[config.mk]
export PLATFORM = sky130hd
export DESIGN_NAME = addsub_cpu
export DESIGN_NICKNAME = d
export VERILOG_FILES = /design/src/rtl/addsub_cpu.sv
export SDC_FILE = /design/constraint.sdc
export NUM_CORES = 1
export LEC_CHECK = 0
export CORE_ASPECT_RATIO = 0.8
export CORE_MARGIN = 2
export CORE_UTILIZATION = 58
export CTS_CLUSTER_SIZE = 10
export DETAILED_ROUTE_END_ITERATION = 12
export GPL_TIMING_DRIVEN = 0
export PLACE_DENSITY = 0.88
export REMOVE_ABC_BUFFERS = 1
export SETUP_SLACK_MARGIN = 0.3
export SYNTH_ARGS = -nofsm -noshare
export SYNTH_HDL_FRONTEND = slang
export SYNTH_SLANG_ARGS = --single-unit
[constraint.sdc]
create_clock -name clk -period 15.1 [get_ports clk]
set_input_delay 4.53 -clock clk [delete_from_list [all_inputs] [get_ports clk]]
set_output_delay 4.53 -clock clk [all_outputs]
set_load 0.02 [all_outputs]
[src/rtl/addsub_cpu.sv]
// Minimal 8-bit stack-machine core: PUSH immediate, ADD, SUB and ST0 to reg0.
// One instruction executes per clock edge; there is no fetch handshake.
module addsub_cpu #(
    parameter int STACK_DEPTH = 16
) (
    input  logic        clk,
    input  logic        rst,
    input  logic [15:0] insn,
    output logic [7:0]  reg0,
    output logic        reg0_wr
);

    localparam int SP_W = $clog2(STACK_DEPTH);
    localparam logic [SP_W-1:0] SP_ONE = SP_W'(1);
    localparam logic [SP_W-1:0] SP_TWO = SP_W'(2);

    localparam logic [15:0] OP_ADD = 16'h7001;
    localparam logic [15:0] OP_SUB = 16'h7002;
    localparam logic [15:0] OP_ST0 = 16'h7100;

    logic [7:0]      stack [STACK_DEPTH];
    logic [SP_W-1:0] sp;
    logic [SP_W-1:0] tos_idx;
    logic [SP_W-1:0] nos_idx;
    logic [7:0]      tos;
    logic [7:0]      nos;
    logic            is_push;
    logic            is_add;
    logic            is_sub;
    logic            is_st0;

    function automatic logic [7:0] wrap_add(input logic [7:0] a, input logic [7:0] b);
        return a + b;
    endfunction

    function automatic logic [7:0] wrap_sub(input logic [7:0] a, input logic [7:0] b);
        return a - b;
    endfunction

    // Index arithmetic wraps naturally in SP_W bits, giving the circular stack.
    assign tos_idx = sp - SP_ONE;
    assign nos_idx = sp - SP_TWO;
    assign tos     = stack[tos_idx];
    assign nos     = stack[nos_idx];

    always_comb begin
        is_push = 1'b0;
        is_add  = 1'b0;
        is_sub  = 1'b0;
        is_st0  = 1'b0;
        if (insn[15])
            is_push = 1'b1;
        else if (insn == OP_ADD)
            is_add = 1'b1;
        else if (insn == OP_SUB)
            is_sub = 1'b1;
        else if (insn == OP_ST0)
            is_st0 = 1'b1;
    end

    // Execute stage: every instruction retires on the edge that samples it.
    always_ff @(posedge clk) begin
        if (!rst) begin
            sp      <= '0;
            reg0    <= '0;
            reg0_wr <= 1'b0;
            for (int i = 0; i < STACK_DEPTH; i++)
                stack[i] <= '0;
        end else begin
            reg0_wr <= 1'b0;
            if (is_push) begin
                stack[sp] <= insn[7:0];
                sp        <= sp + SP_ONE;
            end else if (is_add) begin
                stack[nos_idx] <= wrap_add(nos, tos);
                sp             <= tos_idx;
            end else if (is_sub) begin
                stack[nos_idx] <= wrap_sub(nos, tos);
                sp             <= tos_idx;
            end else if (is_st0) begin
                reg0    <= tos;
                reg0_wr <= 1'b1;
                sp      <= tos_idx;
            end
        end
    end

endmodule

Word level (Yosys, flattened, before mapping)
Memory sizes are Yosys's and may differ from the RTL's.
Index checks and enable logic that the tools add are counted.

operators by class
  add/subtract/negate cells = 5
  equal/unequal tests = 3
  multiplexer cells = 35
  bitwise operators = 5
  reductions and logical operators = 5

operators with widths
  kind                                                   number
  equality test 16 x 15 -> 1 bit, second input constant  3
  two-way mux 1 bit                                      26
  two-way mux 4 bit                                      6
  two-way mux 8 bit                                      3
  OR reduction 8 bit                                     2
  adder 8 bit                                            1
  subtractor 8 bit                                       1
  adder 4 x 1 -> 4 bit, second input constant            1
  NOT 1 bit                                              4
  AND reduction 4 bit                                    1
  nonzero test 4 bit                                     1
  OR reduction 4 bit                                     1
  subtractor 4 x 1 -> 4 bit, second input constant       1
  subtractor 4 x 2 -> 4 bit, second input constant       1
  OR 1 bit                                               1

storage, ports and cells
  bits in registers = 13
  memory bits (writable) = 128
  output and inout bits = 9
  word-level logic and storage cells = 57
  memories kept = 1

memory list
  memory  words  width  read ports  clocked after memory_dff  write ports  line  RTL
  stack   16     8      2           0                         16           21    logic [7:0] stack [STACK_DEPTH];

Depth between registers and ports, before layout
  depth after elaboration = 12
  depth in mapped cells = 23
  depth with buffers taken out = 19

Worst setup path before layout
OpenSTA, ideal clock, no wires.

  path kind = input-to-reg
  from = input insn[15]
  to = memory stack[10][7] (data pin)
  arrival time = 7.991 ns
  data required time = 14.835 ns
  path slack = 6.844 ns
  cell stages on the path = 15
  buffers on the path = 2
  cell sequence = clkbuf_1 -> nor4_1 -> nand4_1 -> nor3_1 -> mux2i_1 -> ha_1 -> nor2b_1 -> o21ai_0 -> a21oi_1 -> o41ai_1 -> xnor3_1 -> xnor2_1 -> a21oi_2 -> buf_6 -> nor2_1

RTL lines
  element      line  RTL
  from (decl)  8     input logic [15:0] insn,
  to (decl)    21

==> results.md <==
* FF-to-FF End: stack[10][7]
* FF-to-FF path depth at 19
* Design internal power at 0.863 mW
* Chip height at 108 um
* Antenna violations before repair at 1
* Vias at 5816
* Sequential cell fraction of total power at 37.6%
* Final hold slack at 0.500 ns
* Post-layout nets at 645
* Syn avg cell area at 13.0 um2
* Core ar. at 13000 um2
* Root Driver: clkbuf_16
* Placed cell area at 8250 um2
* Post-CTS Setup Inserts at 0
* Hold wc startpoint: reg0[0]
* Arr. time, crit path at 9.86 ns
* Leakage power at 3.24 nW
* P&R area growth vs syn at 14.1%
* Worst Hold Endpoint: reg0[0]
* DRC viols at 0
* Worst vdd ir at 0.130 mV
* Chip width at 134 um
* Worst-case clock buffer depth at 2
* Yosys warns at 0
* Reg-to-reg setup timing slack at 7.89 ns
* Initial core utilization at 60.2%
* Register Area at 4110 um2
* Post-Route WL at 23200 um
* Switching Share at 28.9%
* EDFF count, synth at 128
* Setup WS pre-CTS at 5.27 ns
* Vias in the first global route at 5775
* Clock Sinks at 141
* Max Clock Freq at 0.103 GHz
* Post-Syn Area at 7830 um2
* Flops & latches, synth at 141
* Register area share after synthesis at 52.4%
* Hold crit path type: reg2reg
* GR Overflow Total at 0
* Final WS setup at 5.38 ns
* CTS tree: done
* Most frequent cell after synthesis: nor2_1
* Outcome: finished clean
* Max-slew headroom at 20.6%
* Switch Pwr at 0.350 mW
* Fillcell total at 842
* Required @ worst endpoint at 15.24 ns
* CTS Buf Count at 17
* First-pass GRT wire length at 34700 um
* Gate Count Post-Synth at 601
* Commonest cells in the netlist: nor2_1 (160), edfxtp_1 (128), mux4_2 (65)
* Routability cong. at 1.00
* Hold Fails Final Rpt at 0
* Total Neg Setup Slack at 0 ns
* GRT Overall Usage at 33.9%
* Max FO, Critical Path at 16
* Antenna Violating Nets Remaining at 0
* Ys async rst share at 0%
* Worst setup SP type: input port
* Area contributors post-synth: edfxtp_1 (49%), mux4_2 (19%), nor2_1 (7.7%)
* Footprint of the multi-input gates at 3570 um2
* Endpoints failing setup at 0
* Crit end category: flip-flop
* Crit path kind: in2reg
* Post-synth cell types at 49
* DR WL/cell at 28.9 um
* Ports at 27
* HPWL Detailed at 15200 um
* Cts repair resizes at 0
* Clock share of power at 38.9%
* 1st-iter DRT viols at 996
* Largest net degree at the start of global routing at 38
* Final period util at 64.4%
* Dominant synthesized flop cell: edfxtp_1
* Reg clk slew, reported paths at 0.07 ns
* Yosys top cell area share at 49.1%
* Hold path cells at 2
* CTS HTree Levels at 4
* Port Buffer Count at 26
* Layout cells sized above 1 at 19.2%
* Leading area contributor after synthesis: edfxtp_1
* Critical Path Source: insn[15]
* RSZ-0062 raised after global routing: false
* Row count at 37
* First-pass iteration count of the detailed router at 10
* Combinational share of power at 23.4%
* Reg-to-reg startpoint: sp[1]
* Max-slew violations at 0
* Die area at 14500 um2
* Clock Skew at 0.00876 ns
* Finished Cell Area at 8930 um2
* Worst-margin pin slew at 1.19 ns
* PD cells at 136 nW/um2
* Worst-Skew Late Latency at 0.44 ns
* MaxCap Viol Count at 0
* Crit path time final at 9.72 ns
* Vias per inst at 7.26
* Cts hold-fix bufs at 0
## sequential cells by signal, summed over array words and instances (netlist names)
name / flops
reg0: 8
stack: 128
reg0_wr: 1
sp: 4
## logic make-up (layout without fill, tap and decap cells)
kind of cell	after synthesis	in the layout	synth area share, %
fa+ha+maj	14	14	2.33
xor+xnor	20	20	2.51
simple gates	233	233	12.3
other cells	0	1	0
flops	141	141	52.4
buf+inv	49	73	2.65
compound gates	52	52	4.22
mux	92	92	23.6
## cell usage in the layout (no fill, tap or decap), types with 3 or more instances in the layout
| cell | n |
|---|---|
| a21o_1 | 3 |
| a21oi_1 | 21 |
| a21oi_2 | 7 |
| and3_1 | 3 |
| bufinv_16 | 5 |
| clkbuf_16 | 17 |
| clkdlybuf4s50_1 | 26 |
| dfxtp_1 | 11 |
| edfxtp_1 | 128 |
| ha_1 | 12 |
| inv_1 | 11 |
| inv_6 | 4 |
| mux2i_1 | 17 |
| mux4_1 | 7 |
| mux4_2 | 65 |
| nand2_1 | 42 |
| nand2b_1 | 4 |
| nor2_1 | 160 |
| nor3_1 | 5 |
| nor4_1 | 5 |
| o21ai_0 | 5 |
| xnor2_1 | 13 |
| xor2_1 | 4 |
## metrics by stage
step	std cells	utilization [%]	power, mW
detailed placement	768	63.4	0.729
global route	800	68.7	1.24
CTS	799	68.5	1.20
floorplan	563	-	0.650
finish	801	68.7	1.21
global placement	764	62.6	0.708
## metal layers
metal	vias to the layer above	routed length [um]	global-route usage [%]
met5	-	0	0
met4	0	1370	19.0
met3	127	3560	13.2
met2	567	10500	52.0
met1	2829	7730	41.7
li1	2293	-	-
## power by group through the flow
| stage | Clock (mW) | Combinational (mW) | Sequential [mW] |
|---|---|---|---|
| floorplan | 0 | 0.191 | 0.459 |
| global placement | 0 | 0.243 | 0.465 |
| detailed placement | 0 | 0.266 | 0.463 |
| CTS | 0.467 | 0.273 | 0.456 |
| global route | 0.483 | 0.296 | 0.458 |
| finish | 0.472 | 0.284 | 0.457 |
## layout make-up
type | count | area share, %
flip-flops and latches | 141 | 46.0
repair buffers | 31 | 3.75
multi-input cells | 411 | 39.9
diodes | 1 | 0.0280
inverters | 11 | 0.462
clock buffers | 17 | 4.76
well taps | 175 | 2.45
clock inverters | 14 | 2.62
## worst max path at each step
stage | endpoint | slack, ns | cells past startpoint
2_1_floorplan | stack[0][7] | 6.98 | 13
3_3_place_gp | stack[14][7] | 4.90 | 18
3_5_place_dp | stack[1][7] | 5.27 | 14
4_1_cts | stack[12][6] | 5.57 | 13
5_1_grt | stack[12][7] | 5.20 | 14
6_report | stack[10][7] | 5.38 | 14
## worst max-delay path, cell delays in order
cell and delay [ns]:
clkdlybuf4s50_1 0.57, nor4_1 0.33, nand4_1 0.36, nor3_1 0.90, mux2i_1 0.41, ha_1 0.29, nor2b_1 0.14, o21ai_0 0.26
a21oi_1 0.15, o41ai_1 0.32, xnor3_1 0.48, xnor2_1 0.16, a21oi_2 0.80, nor2_1 0.14
Power figures use the tool's default switching activity.
